## src/rtl/stopwatch_display.sv

```systemverilog
// Four-digit multiplexed 7-segment driver for an M.SS.t stopwatch with lap hold.
// Outputs are registered: one cycle after the slot state, count and source digit they show.
module stopwatch_display #(
    parameter int REFRESH_DIV  = 100000,
    parameter int BLANK_CYCLES = 1000
) (
    input  logic       clock,
    input  logic       reset,
    input  logic [3:0] d0,
    input  logic [3:0] d1,
    input  logic [3:0] d2,
    input  logic [3:0] d3,
    input  logic       lap,
    input  logic       blank_lz,
    output logic [6:0] seg,
    output logic       dp,
    output logic [3:0] an
);

    localparam int              CW        = (REFRESH_DIV > 1) ? $clog2(REFRESH_DIV) : 1;
    localparam logic [CW-1:0]   LAST      = CW'(REFRESH_DIV - 1);
    localparam logic [CW:0]     BLANK_LIM = (CW + 1)'(BLANK_CYCLES);

    localparam logic [6:0] SEG_OFF  = 7'b1111111;
    localparam logic [6:0] SEG_DASH = 7'b0111111;

    typedef enum logic [1:0] {S0, S1, S2, S3} state_t;
    typedef enum logic {LIVE, HOLD} mode_t;

    logic [CW-1:0]   count;
    logic            wrap;
    logic            in_blank;
    state_t          state;
    state_t          state_next;
    mode_t           mode;
    logic            lap_q;
    logic            lap_rise;
    logic [3:0][3:0] hold_dig;
    logic [3:0][3:0] live_dig;
    logic [3:0][3:0] src_dig;
    logic [3:0]      digit;
    logic [6:0]      seg_next;
    logic            dp_next;
    logic [3:0]      an_next;

    function automatic logic [6:0] decode(input logic [3:0] v);
        logic [6:0] s;
        case (v)
            4'd0:    s = 7'b1000000;
            4'd1:    s = 7'b1111001;
            4'd2:    s = 7'b0100100;
            4'd3:    s = 7'b0110000;
            4'd4:    s = 7'b0011001;
            4'd5:    s = 7'b0010010;
            4'd6:    s = 7'b0000010;
            4'd7:    s = 7'b1111000;
            4'd8:    s = 7'b0000000;
            4'd9:    s = 7'b0010000;
            default: s = SEG_DASH;
        endcase
        return s;
    endfunction

    // Refresh counter: one digit slot per REFRESH_DIV cycles.
    assign wrap     = (count == LAST);
    assign in_blank = ({1'b0, count} < BLANK_LIM);

    always_ff @(posedge clock or posedge reset) begin
        if (reset) begin
            count <= '0;
        end else if (wrap) begin
            count <= '0;
        end else begin
            count <= count + 1'b1;
        end
    end

    // Scan FSM: state register.
    always_ff @(posedge clock or posedge reset) begin
        if (reset) begin
            state <= S0;
        end else begin
            state <= state_next;
        end
    end

    // Scan FSM: next state, advancing on the counter wrap.
    always_comb begin
        state_next = state;
        if (wrap) begin
            case (state)
                S0:      state_next = S1;
                S1:      state_next = S2;
                S2:      state_next = S3;
                default: state_next = S0;
            endcase
        end
    end

    // Lap handling: the toggle fires only on the 0->1 transition of the level input.
    assign lap_rise = lap & ~lap_q;
    assign live_dig = {d3, d2, d1, d0};

    always_ff @(posedge clock or posedge reset) begin
        if (reset) begin
            lap_q    <= 1'b0;
            mode     <= LIVE;
            hold_dig <= '0;
        end else begin
            lap_q <= lap;
            if (lap_rise) begin
                if (mode == LIVE) begin
                    hold_dig <= live_dig;
                    mode     <= HOLD;
                end else begin
                    mode <= LIVE;
                end
            end
        end
    end

    assign src_dig = (mode == HOLD) ? hold_dig : live_dig;
    assign digit   = src_dig[state];

    // Scan FSM: output decode for the slot currently being shown.
    always_comb begin
        an_next  = 4'b1111;
        seg_next = SEG_OFF;
        dp_next  = 1'b1;
        if (!in_blank) begin
            case (state)
                S0:      an_next = 4'b1110;
                S1:      an_next = 4'b1101;
                S2:      an_next = 4'b1011;
                default: an_next = 4'b0111;
            endcase
            dp_next = ~((state == S1) || (state == S3));
            // Leading-zero suppression keeps the anode and decimal point lit.
            if ((state == S3) && blank_lz && (digit == 4'd0)) begin
                seg_next = SEG_OFF;
            end else begin
                seg_next = decode(digit);
            end
        end
    end

    always_ff @(posedge clock or posedge reset) begin
        if (reset) begin
            an  <= 4'b1111;
            seg <= SEG_OFF;
            dp  <= 1'b1;
        end else begin
            an  <= an_next;
            seg <= seg_next;
            dp  <= dp_next;
        end
    end

endmodule

```

## config.mk

```make
export PLATFORM = sky130hd
export DESIGN_NAME = stopwatch_display
export DESIGN_NICKNAME = d
export VERILOG_FILES = /design/src/rtl/stopwatch_display.sv
export SDC_FILE = /design/constraint.sdc
export NUM_CORES = 1
export LEC_CHECK = 0
export CORE_MARGIN = 1.5
export CORE_UTILIZATION = 55
export CTS_CLUSTER_DIAMETER = 80
export CTS_CLUSTER_SIZE = 16
export DETAILED_ROUTE_END_ITERATION = 10
export PLACE_DENSITY = 0.79
export SETUP_SLACK_MARGIN = 0.4
export SLEW_MARGIN = 25
export SYNTH_ARGS = -nofsm -noshare
export SYNTH_HDL_FRONTEND = slang
export SYNTH_SLANG_ARGS = --single-unit
```

## constraint.sdc

```tcl
create_clock -name clock -period 3.45 [get_ports clock]
set_clock_uncertainty 0.2 [all_clocks]
set_input_delay 0.8625 -clock clock [delete_from_list [all_inputs] [get_ports clock]]
set_output_delay 0.8625 -clock clock [all_outputs]
set_load 0.01 [all_outputs]
```

== Word level (Yosys, flattened, before mapping) ==
Memories as Yosys holds them, arrays and structs flattened.
Index checks and enable logic that the tools add are counted.

* Flip-flop bits (word level): 49
* ROM bits: 112
* Bits of input ports: 20
* Logic and storage cells: 38
* Memories kept: 1

{| class="wikitable"
|+ Memory list
! name !! words !! bits a word !! rd ports !! clocked after Yosys merged registers in !! wr ports !! RTL line !! source
|-
| (no name shown) || 16 || 7 || 1 || 0 || 0 || 48 || <nowiki>case (v)</nowiki>
|}

* Add/sub/neg operators: 1
* Magnitude comparators: 2
* Equal/unequal tests: 4
* Multiplexer cells: 11
* Bitwise operators: 3
* Reduce and logical (&&, ||, !) cells: 5

{| class="wikitable"
|+ Operators with widths
! cell !! number
|-
| $add A17 B1 Y17 const B || 1
|-
| $eq A17 B17 Y1 const B || 1
|-
| $lt A17 B10 Y1 const B || 1
|-
| $mux W17 || 1
|-
| $mux W16 || 1
|-
| $mux W7 || 2
|-
| $pmux W4 S3 || 1
|-
| $bmux W4 S2 || 1
|-
| $mux W4 || 2
|-
| $pmux W2 S3 || 1
|-
| $eq A2 B2 Y1 const B || 2
|-
| $logic_not A4 Y1 || 1
|-
| $lt A2 B3 Y1 const B || 1
|-
| $eq A2 B1 Y1 const B || 1
|-
| $logic_and A1 B1 Y1 || 2
|-
| $logic_not A2 Y1 || 1
|-
| $mux W1 || 2
|-
| $not A1 Y1 || 2
|-
| $and A1 B1 Y1 || 1
|-
| $logic_or A1 B1 Y1 || 1
|}

== Depth between registers and ports, before layout ==
* Word-level depth: 7
* Mapped depth: 9
* Mapped depth without buffers: 8

== Worst setup path before layout ==
Ideal clock, no wire load.

* Path kind: input to register
* Start point: in d1[1]
* End point: reg seg[0]
* Setup time: 0.082 ns
* Arrival: 2.547 ns
* Slack: 0.621 ns
* Cell stages on the path: 8
* Cell sequence: mux4_1 mux2_2 inv_1 ha_1 and3_1 nor2_1 mux2_2 a22oi_1

* Cells in the longest elaborated chain, start to end: 7
* Elaborated cells on any way between the ends: 8

{| class="wikitable"
|+ Ends and longest elaborated chain
! item !! RTL line !! source
|-
| start: declaration || 10 || <nowiki>input logic [3:0] d1,</nowiki>
|-
| $mux W16 * || - ||
|-
| $bmux W4 S2 * || 123 || <nowiki>assign digit = src_dig[state];</nowiki>
|-
| $mux W4 (not written as such) * || 123 ||
|-
| branches (longest 2 deep; another with $mem_v2 Z16 W7) || - ||
|-
| $mux W7 * || 139 || <nowiki>if ((state == S3) && blank_lz && (digit == 4'd0)) begin</nowiki>
|-
| $mux W7 * || 130 || <nowiki>if (!in_blank) begin</nowiki>
|-
| named net seg_next[0] || 42 || <nowiki>logic [6:0] seg_next;</nowiki>
|-
| end signal: assignment || 154 || <nowiki>seg <= seg_next;</nowiki>
|-
| end: declaration || 15 || <nowiki>output logic [6:0] seg,</nowiki>
|}

Mark *: on every way through the listed nets, which the timed path passes. The select of a mux whose other input is x is not followed.
A chain may end at the register's enable or synchronous reset.

== Final worst setup path ==
* Start point: in d3[0]
* End point: reg seg[0]

* Cells in the longest elaborated chain, start to end: 7
* Elaborated cells on any way between the ends: 8

{| class="wikitable"
|+ Ends and longest elaborated chain
! item !! RTL line !! source
|-
| start: declaration || 12 || <nowiki>input logic [3:0] d3,</nowiki>
|-
| $mux W16 * || - ||
|-
| $bmux W4 S2 * || 123 ||
|-
| $mux W4 (not written as such) * || 123 ||
|-
| branches (longest 2 deep; another with $mem_v2 Z16 W7) || - ||
|-
| $mux W7 * || 139 ||
|-
| $mux W7 * || 130 ||
|-
| named net seg_next[0] || 42 ||
|}

Marked as above.

==> reports/metrics.csv <==
stage,metric,value,unit
run_status,status,finished clean,
detailed_routing,DRC Markers,0,
power_and_ir_drop,PwrDens,415,nW/µm²
clock_tree,CTS tree,built,
sta,Achievable Freq,335,MHz
grt,antenna violations before repair,0,
synth,post-synthesis async set-or-reset flop share,100,%
synth,Mapped Nets,237,
synth,post-synthesis register bit count,49,
detailed_routing,Routed Antenna Nets,0,
detailed_routing,1st-iter DRT viols,103,
worst_setup_path,"Cell Chain, Critical Path",clkdlybuf4s50_1 > mux4_2 > mux2_4 > inv_2 > ha_2 > and3_4 > nor2_1 > mux2_2 > a22oi_1,
detailed_routing,Pre-antenna DRT Iters,4,
worst_setup_path,Worst EP arrival,3.01,ns
synth,"Seq/Total Area, Yosys",48.5,%
clock_tree,clock sinks,49,
sta,Slew headroom,60.8,%
die,I/O pin count,32,
detailed_routing,Vias/cell,5.57,
synth,Netlist Area Pre-Place,2560,µm²
finish,n_diodes,0,
synth,Syn Inst Count,203,
finish,fin nets,276,
grt,first-pass GRT wire length,7390,µm
worst_setup_path,worst r2r src,state[0],
finish,fin area,3050,µm²
power_and_ir_drop,Total Power,1.26,mW
min_path,hold_sp,count[0],
finish,area grow syn2layout,19.1,%
synth,ranking of synthesized cells by area,"dfrtp_1 (36%), dfstp_2 (12%), mux2_2 (8.4%)",
clock_tree,Clock Latency Late Sink,0.30,ns
grt,largest net degree at the start of global routing,50,
synth,"Top FF cell, synth",dfrtp_1,
sta,worst-margin pin slew,0.589,ns
sta,final worst setup slack,0.463,ns
worst_setup_path,Critical Path End Type,flop,
finish,final core occ,69.0,%
die,Core Box Area,4410,µm²
die,Initial Util,57.9,%
die,Placement Rows,24,
worst_setup_path,FF-to-FF path depth,9,
sta,final slew viol count,0,
worst_setup_path,RR Endpoint,seg[0],
sta,hold_ws,0.287,ns
clock_tree,total CTS buffers,5,
placed_design,Area after DPL,2940,µm²
placed_design,Setup WS pre-CTS,0.0572,ns
grt,vias in the first global route,1608,
clock_tree,CTS max path bufs,2,
worst_setup_path,Reg2Reg Setup Slack,0.84,ns
min_path,hold crit path type,reg2reg,
die,Die X,71.2,µm
worst_setup_path,critical path launch point,d3[0],
clock_tree,# H-tree levels,2,
run,max_cap viols,0,
synth,Avg Synthesized Cell Area,12.6,µm²
worst_setup_path,worst endpoint required time,3.47,ns
placed_design,port buffer count,31,
worst_setup_path,CP peak stage delay,0.47,ns
sta,Hold Fails Final Rpt,0,
finish,fill count,331,
die,DIE HEIGHT,71.2,µm
sta,RSZ-0062 raised after global routing,false,
sta,Setup TNS Final,0,ns
synth,synthesis warning total,0,
grt,GRT Util Overall,19.1,%
detailed_routing,Routed WL,4290,µm
clock_tree,"Reg clk slew, reported paths",0.08,ns
placed_design,routability cong.,0.872,
sta,Finish-stage setup viols,0,
detailed_routing,vias,1638,
placed_design,Post-DP HPWL,3130,µm
synth,share of the synthesized area in the top cell type,36.2,%
synth,cell with the most instances after synthesis,dfrtp_1,
die,Die Area,5070,µm²
synth,commonest cells in the netlist,"dfrtp_1 (37), mux2_2 (19), ha_1 (14)",
worst_setup_path,element type at the critical path start,input port,
clock_tree,clk root buf,clkbuf_8,
worst_setup_path,CP endpoint,seg[0],
power_and_ir_drop,VDD IR-drop max,0.305,mV
sta,final worst-path cycle share,86.6,%
synth,Post-synth EDFFs,0,
clock_tree,"Hold-fix buffers, CTS",0,
finish,share of cells above drive strength 1,25.6,%
power_and_ir_drop,Lkg Pwr,1.27,nW
finish,Finished Layout Cells,294,
worst_setup_path,CP Class,in2reg,
sta,shortest period the worst path allows,2.99,ns
synth,Yosys cell types,46,
detailed_routing,wire per inst,14.6,µm
synth,cell taking the most area after synthesis,dfrtp_1,
worst_setup_path,CP max-delay cell,mux4_2,
grt,total global routing overflow,0,
placed_design,number of cells after detailed placement,286,
worst_setup_path,CP Max Fanout,5,
==> where the power goes <==
part	internal, mW	leakage, nW	switching [mW]
registers	0.632	0.589	0.0341
logic	0.153	0.638	0.110
clock network	0.158	0.0433	0.177
total	0.943	1.27	0.321
==> cells by family after synthesis <==
kind of cell	share of synthesized area, %
flip-flops	48.5
AO/OA/AOI/OAI	4.70
buffers and inverters	3.08
AND/OR/NAND/NOR	12.8
XOR/XNOR	4.79
multiplexers	19.2
adder cells (fa/ha/maj)	6.85
==> worst min-delay path by stage <==
stage	to	slack [ns]	depth (start not counted)
floorplan	count[0]	0.25	1
global placement	count[0]	0.27	1
detailed placement	count[0]	0.28	1
CTS	count[0]	0.29	1
global route	count[0]	0.31	1
finish	count[0]	0.29	1
==> metal layers <==
metal	up-vias	GRT usage (%)	share of wire (%)
met1	796	26.1	48
met3	6	5.56	3.3
met5	-	0	0
met4	0	7.55	1.5
li1	805	-	-
met2	31	28.8	48
==> repair_timing <==
action,4_1_cts,5_1_grt
setup buffers,0,1
cloned,0,0
gates resized for setup,2,4
endpoints found under the setup margin,1,2
==> layout make-up <==
type | count | area, µm² | area share [%]
Multi-Input combinational cell | 138 | 1240 | 40.9
Timing Repair Buffer | 39 | 370 | 12.2
Inverter | 9 | 33.8 | 1.11
Clock inverter | 1 | 7.51 | 0.247
Tap cell | 52 | 65.1 | 2.14
Sequential cell | 49 | 1240 | 40.8
Clock buffer | 6 | 82.6 | 2.71
==> worst max-delay path: cells and delay by family <==
kind | cells | cell delay [ns]
mux | 3 | 1.05
buf+inv | 2 | 0.50
simple gates | 2 | 0.24
fa+ha+maj | 1 | 0.19
compound gates | 1 | 0.16
==> registers in the layout, indices dropped and copies added (netlist names) <==
signal	count
lap_q	1
dp	1
state	2
hold_dig	16
mode	1
seg	7
an	4
count	17
==> cells in the final DEF, fill, tap and decap left out, types with 2 or more instances in the layout <==
cell / synthesis / routed
dfrtp_1: 37 / 37
clkdlybuf4s50_1: 0 / 31
mux2_2: 19 / 18
ha_1: 14 / 13
dfstp_2: 12 / 12
nand2_1: 11 / 11
nor2_1: 11 / 11
xnor2_1: 9 / 9
buf_4: 0 / 8
nand3_1: 7 / 7
o21ai_0: 7 / 7
inv_1: 9 / 6
mux2i_1: 6 / 6
clkbuf_8: 0 / 6
mux4_1: 6 / 5
nand4_1: 5 / 5
xor2_1: 5 / 5
inv_2: 0 / 3
nor4_1: 3 / 3
nor3_1: 3 / 3
mux4_2: 1 / 2
mux2_4: 1 / 2
and3_1: 3 / 2
a21oi_1: 2 / 2
and4_1: 2 / 2
a22oi_1: 2 / 2
Power figures use the tool's default switching activity.
==> variant 1: new RTL, same settings <==
The output `dp` loses its register stage (`dp` becomes a continuous assignment).
--- a/src/rtl/stopwatch_display.sv
+++ b/src/rtl/stopwatch_display.sv
@@ -149,12 +149,12 @@
             an  <= 4'b1111;
             seg <= SEG_OFF;
-            dp  <= 1'b1;
         end else begin
             an  <= an_next;
             seg <= seg_next;
-            dp  <= dp_next;
         end
     end
 
+    assign dp = dp_next;
+
 endmodule
 
Function: no difference found for any inputs over 10 cycles, from zero or initial values and one cycle with reset high; that may be too few to reach the edited logic, so the function may still have changed.
==> variant 1 against the unedited design <==
Global-route usage rose by 0.98 points; sequential cell count fell by 1; design area rose by 0.78%; synthesized area fell by 1.0%; worst setup slack got worse by 0.027 ns; routed wire length rose by 3.8%; power fell by 0.35%; critical path depth did not move; critical path type unchanged; highest routed layer unchanged.
==> variant 1: results (changes against the unedited design) <==
clock_network:
  number_of_buffers_created_by_cts: 5  # unchanged
  htree_num_levels: 2  # unchanged
  worst_setup_hold_path_clk_slew_ns: 0.09
global_route:
  via_count_of_the_first_global_routing_pass: 1583  # -1.6%
  first_pass_grt_wire_length_um: 7693  # +4.1%
  grt_antenna_before_repair: 0  # unchanged
  gr-usage-all-layers: 0.2004  # +0.009820
  grt_max_degree: 39  # -22%
yosys:
  synth_nets: 236  # -0.42%
  synth_sequential_area_ratio: 0.4800  # -0.005343
  share_of_flip_flops_with_an_asynchronous_set_or_reset: 1.000  # unchanged
  yosys-top-cells-area: "dfrtp_1, dfstp_2, mux2_2"
  yosys-top-cells-count: "dfrtp_1, mux2_2, ha_1"
  syn_inst: 202  # -0.49%
  synth-warning-count: 0  # unchanged
critical_path:
  worst-endpoint-arrival_ns: 3.05  # +0.04 ns
detailed_routing:
  via_count_of_the_routed_design: 1676  # +2.3%
  post_detailed_route_count_of_antenna_violating_nets: 0  # unchanged
  initial_drc_count: 83  # -19%
  detail_route.vias_per_cell: 5.605  # +0.61%
  wl_per_cell_um: 14.91  # +2.1%
power:
  vdd_ir_drop_max_mv: 0.3213  # +5.4%
  cell_internal_pwr_mw: 0.9324  # -1.2%
  power.leakage_nw: 1.287  # +1.3%
cells_and_area:
  finish.net_count: 280  # +1.4%
  n_antenna_cell: 0  # unchanged
  drive_above_1_share: 0.2794  # +0.02315
status:
  outcome: "complete, no violations"
placed_design:
  placed_cell_area_um2: 2922  # -0.64%
  pre_cts_ws_ns: 0.04591  # -0.01129 ns
  gp_routability_congestion: 0.8426  # -3.4%
  dp_hpwl_um: 3125  # about the same
sta:
  max_slew_headroom_at_the_worst_pin: 0.4747  # -0.1328
==> variant 1: cell type report <==
type / instances / area [um^2]
inverters: 9 / 33.78
flip-flops and latches: 48 / 1216
clock inverters: 1 / 7.507
repair buffers: 44 / 402.9
well taps: 52 / 65.06
clock buffers: 7 / 86.33
fillers: 298 / 1315
multi-input cells: 138 / 1257
==> variant 1: what timing repair did <==
item / 4_1_cts / 5_1_grt
setup endpoints to repair: 3 / 3
gates resized for setup: 6 / 6
pin swaps: 0 / 1
setup buffers: 0 / 5
==> variant 1: metal layers <==
metal / vias to the layer above / part of all wire / global-route usage
li1: 817 / - / -
met1: 816 / 0.47 / 0.2821
met2: 34 / 0.47 / 0.3084
met3: 9 / 0.037 / 0.04843
met4: 0 / 0.018 / 0.06918
met5: - / 0 / 0
==> variant 1: per-stage QoR <==
step	util	total power, mW
global route	0.7001	1.330
detailed placement	0.6664	0.9143
CTS	0.6895	1.270
finish	0.7001	1.260
global placement	0.6664	0.9072
floorplan	-	0.8475
==> variant 1: power by group through the flow <==
stage / clock (mW) / sequential [mW] / combinational (mW)
after floorplan: 0 / 0.648 / 0.200
after global placement: 0 / 0.661 / 0.246
after detailed placement: 0 / 0.664 / 0.250
after CTS: 0.362 / 0.654 / 0.255
after global routing: 0.386 / 0.661 / 0.284
final: 0.353 / 0.652 / 0.254
==> variant 1: cell families after synthesis <==
family          after synthesis  share of synthesized area
fa+ha+maj                    14                    0.06920
flops                        48                     0.4800
simple gates                 58                     0.1295
xor+xnor                     14                    0.04844
compound gates               18                    0.04746
mux                          34                     0.1943
buf+inv                      16                    0.03114
==> variant 1: final timing paths <==
path	from	slack [ns]	to	cells after the start
min in group asynchronous	reset	0.82	count[3]$_DFF_PP0_	2
max	d1[0]	0.44	seg[0]$_DFF_PP1_	9
min	count[0]$_DFF_PP0_	0.30	count[0]$_DFF_PP0_	1
max in group asynchronous	reset	1.51	seg[0]$_DFF_PP1_	3
min reg2reg	count[0]$_DFF_PP0_	0.30	count[0]$_DFF_PP0_	1
max reg2reg	state[0]$_DFFE_PP0N_	0.66	seg[0]$_DFF_PP1_	8
==> variant 1: worst max-delay path, cell delays in order <==
cell and delay (ns):
clkdlybuf4s50_1 0.43, mux4_1 0.50, mux2_4 0.32, inv_2 0.08, ha_2 0.19, and3_4 0.19
nor2_1 0.05, mux2_2 0.27, a22oi_2 0.14
==> variant 2: new RTL, same settings <==
Made on the original files. Set the parameter `REFRESH_DIV` to 50000 (it was 100000).
--- a/src/rtl/stopwatch_display.sv
+++ b/src/rtl/stopwatch_display.sv
@@ -2,5 +2,5 @@
 // Outputs are registered: one cycle after the slot state, count and source digit they show.
 module stopwatch_display #(
-    parameter int REFRESH_DIV  = 100000,
+    parameter int REFRESH_DIV  = 50000,
     parameter int BLANK_CYCLES = 1000
 ) (
Behaviour: no difference found for any inputs over 10 cycles, from zero or initial values and one cycle with reset high; that may be too few to reach the edited logic, so the function may still have changed.
==> variant 2 against the unedited design <==
Routed wire length rose by 4.1%; first-iteration DRC count is 7.8% higher; fmax rose by 2.2%; die area decreased by 6.0%; non-clock buffer count shrank 2; power is 3.6% higher; worst setup slack gained 0.065 ns; synthesized area fell by 6.3%; critical path type unchanged; sequential cell count is 1 lower; design area fell by 4.2%.
==> variant 2: results (changes against the unedited design) <==
status:
  outcome: "complete, no violations"
sta:
  worst-slew-pin-transition_ns: 0.8508  # +0.2621 ns
global_route:
  grt_max_degree: 26  # -48%
  first_pass_grt_wire_length_um: 7776  # +5.2%
  grt_antenna_before_repair: 0  # unchanged
  gr-usage-all-layers: 0.2031  # +0.01247
  via_count_of_the_first_global_routing_pass: 1709  # +6.3%
clock_network:
  number_of_buffers_created_by_cts: 5  # unchanged
  worst_setup_hold_path_clk_slew_ns: 0.08  # about the same
  clk-insertion-delay-late_ns: 0.30  # about the same
yosys:
  yosys-top-cells-count: "dfrtp_1, mux2_2, nor2_1"
  synth_nets: 229  # -3.4%
  yosysUniqueCellTypes: 37  # -20%
  synth-main-ff-cell: "dfrtp_1"
  synth_sequential_area_ratio: 0.5076  # +0.02225
  yosys-top-cells-area: "dfrtp_1, dfstp_2, mux2_2"
critical_path:
  worst-endpoint-arrival_ns: 2.96  # -0.05 ns
  crit_slowest_cell: "mux4_1"
  critical_path.max_stage_delay_ns: 0.49  # +0.02 ns
  critical_path_fanouts_max: 6  # +1
placed_design:
  dp_hpwl_um: 3292  # +5.3%
  gp_routability_congestion: 1.022  # +17%
power:
  power.leakage_nw: 1.235  # -2.8%
  vdd_ir_drop_max_mv: 0.2962  # -2.9%
detailed_routing:
  initial_drc_count: 111  # +7.8%
  detail_route.vias_per_cell: 5.697  # +2.3%
  routed_wirelength_um: 4469  # +4.1%
cells_and_area:
  finish.net_count: 268  # -2.9%
  fillerInstances: 290  # -12%
  n_antenna_cell: 0  # unchanged
  drive_above_1_share: 0.2363  # -0.01991
  largestRegisters: "count: 16 flops, hold_dig: 16 flops, seg: 7 flops"
-- variant 2: cell count changes after synthesis, moves of 3 or more --
cell / change
mux4_1: -3
mux4_2: +4
nor2_1: +6
mux2i_1: -4
xnor2_1: -4
o21ai_0: +3
buf_2: -3
a21oi_1: +5
-- variant 2: layer usage --
layer | vias to the layer above | global-route usage | routed length [um]
met2 | 44 | 0.3216 | 2212
li1 | 780 | - | -
met3 | 5 | 0.04386 | 154
met1 | 806 | 0.2767 | 2042
met4 | 0 | 0.07625 | 59
met5 | - | 0 | 0
-- variant 2: power breakdown --
part / total (mW) / leakage, nW / switching [mW] / internal (mW)
registers: 0.656 / 0.575 / 0.0358 / 0.621
clock network: 0.395 / 0.0552 / 0.180 / 0.215
logic: 0.258 / 0.605 / 0.109 / 0.149
total: 1.31 / 1.24 / 0.325 / 0.985
-- variant 2: cells by family after synthesis --
| family | share of synthesized area |
|---|---|
| fa+ha+maj | 0.06266 |
| simple gates | 0.1258 |
| xor+xnor | 0.04021 |
| flops | 0.5076 |
| compound gates | 0.05953 |
| mux | 0.1791 |
| buf+inv | 0.02506 |
-- variant 2: through the flow --
stage	utilization	total power, mW	cell area [um^2]	instances	worst slack (ns)
floorplan	-	0.8389	2396	197	0.6696
global placement	0.6822	0.8976	2788	279	0.2373
detailed placement	0.6822	0.9129	2788	279	0.07499
CTS	0.7097	1.309	2900	287	0.4361
global route	0.7140	1.376	2918	287	0.4188
finish	0.7140	1.309	2918	287	0.5277
-- variant 2: what timing repair did --
action | in CTS | in global routing
pin swaps | 0 | 0
resized for setup | 1 | 6
setup endpoints to repair | 1 | 6
cloned | 0 | 0
-- variant 2: critical path, delay by kind of cell --
family	cells	cell delay (ns)
AND/OR/NAND/NOR	2	0.26
AO/OA/AOI/OAI	2	0.34
multiplexers	2	0.80
buffers and inverters	2	0.51
adder cells (fa/ha/maj)	1	0.19
-- variant 2: final timing paths --
path	startpoint	to	cells after the start	slack [ns]
worst max-delay path	d0[1]	seg[4]$_DFF_PP1_	9	0.53
worst min-delay path	count[0]$_DFF_PP0_	count[0]$_DFF_PP0_	1	0.28
worst max register to register	mode$_DFFE_PP0P_	seg[4]$_DFF_PP1_	8	0.72
worst min register to register	count[0]$_DFF_PP0_	count[0]$_DFF_PP0_	1	0.28
max in group asynchronous	reset	seg[5]$_DFF_PP1_	3	1.61
min in group asynchronous	reset	count[10]$_DFF_PP0_	2	0.73
-- variant 2: final cells by class --
type                            instances  area share
Clock buffer                            6     0.02487
Tap cell                               50     0.02144
Timing Repair Buffer                   37      0.1218
Clock inverter                          2     0.01201
Sequential cell                        48      0.4168
Inverter                                9     0.01158
Multi-Input combinational cell        135      0.3915
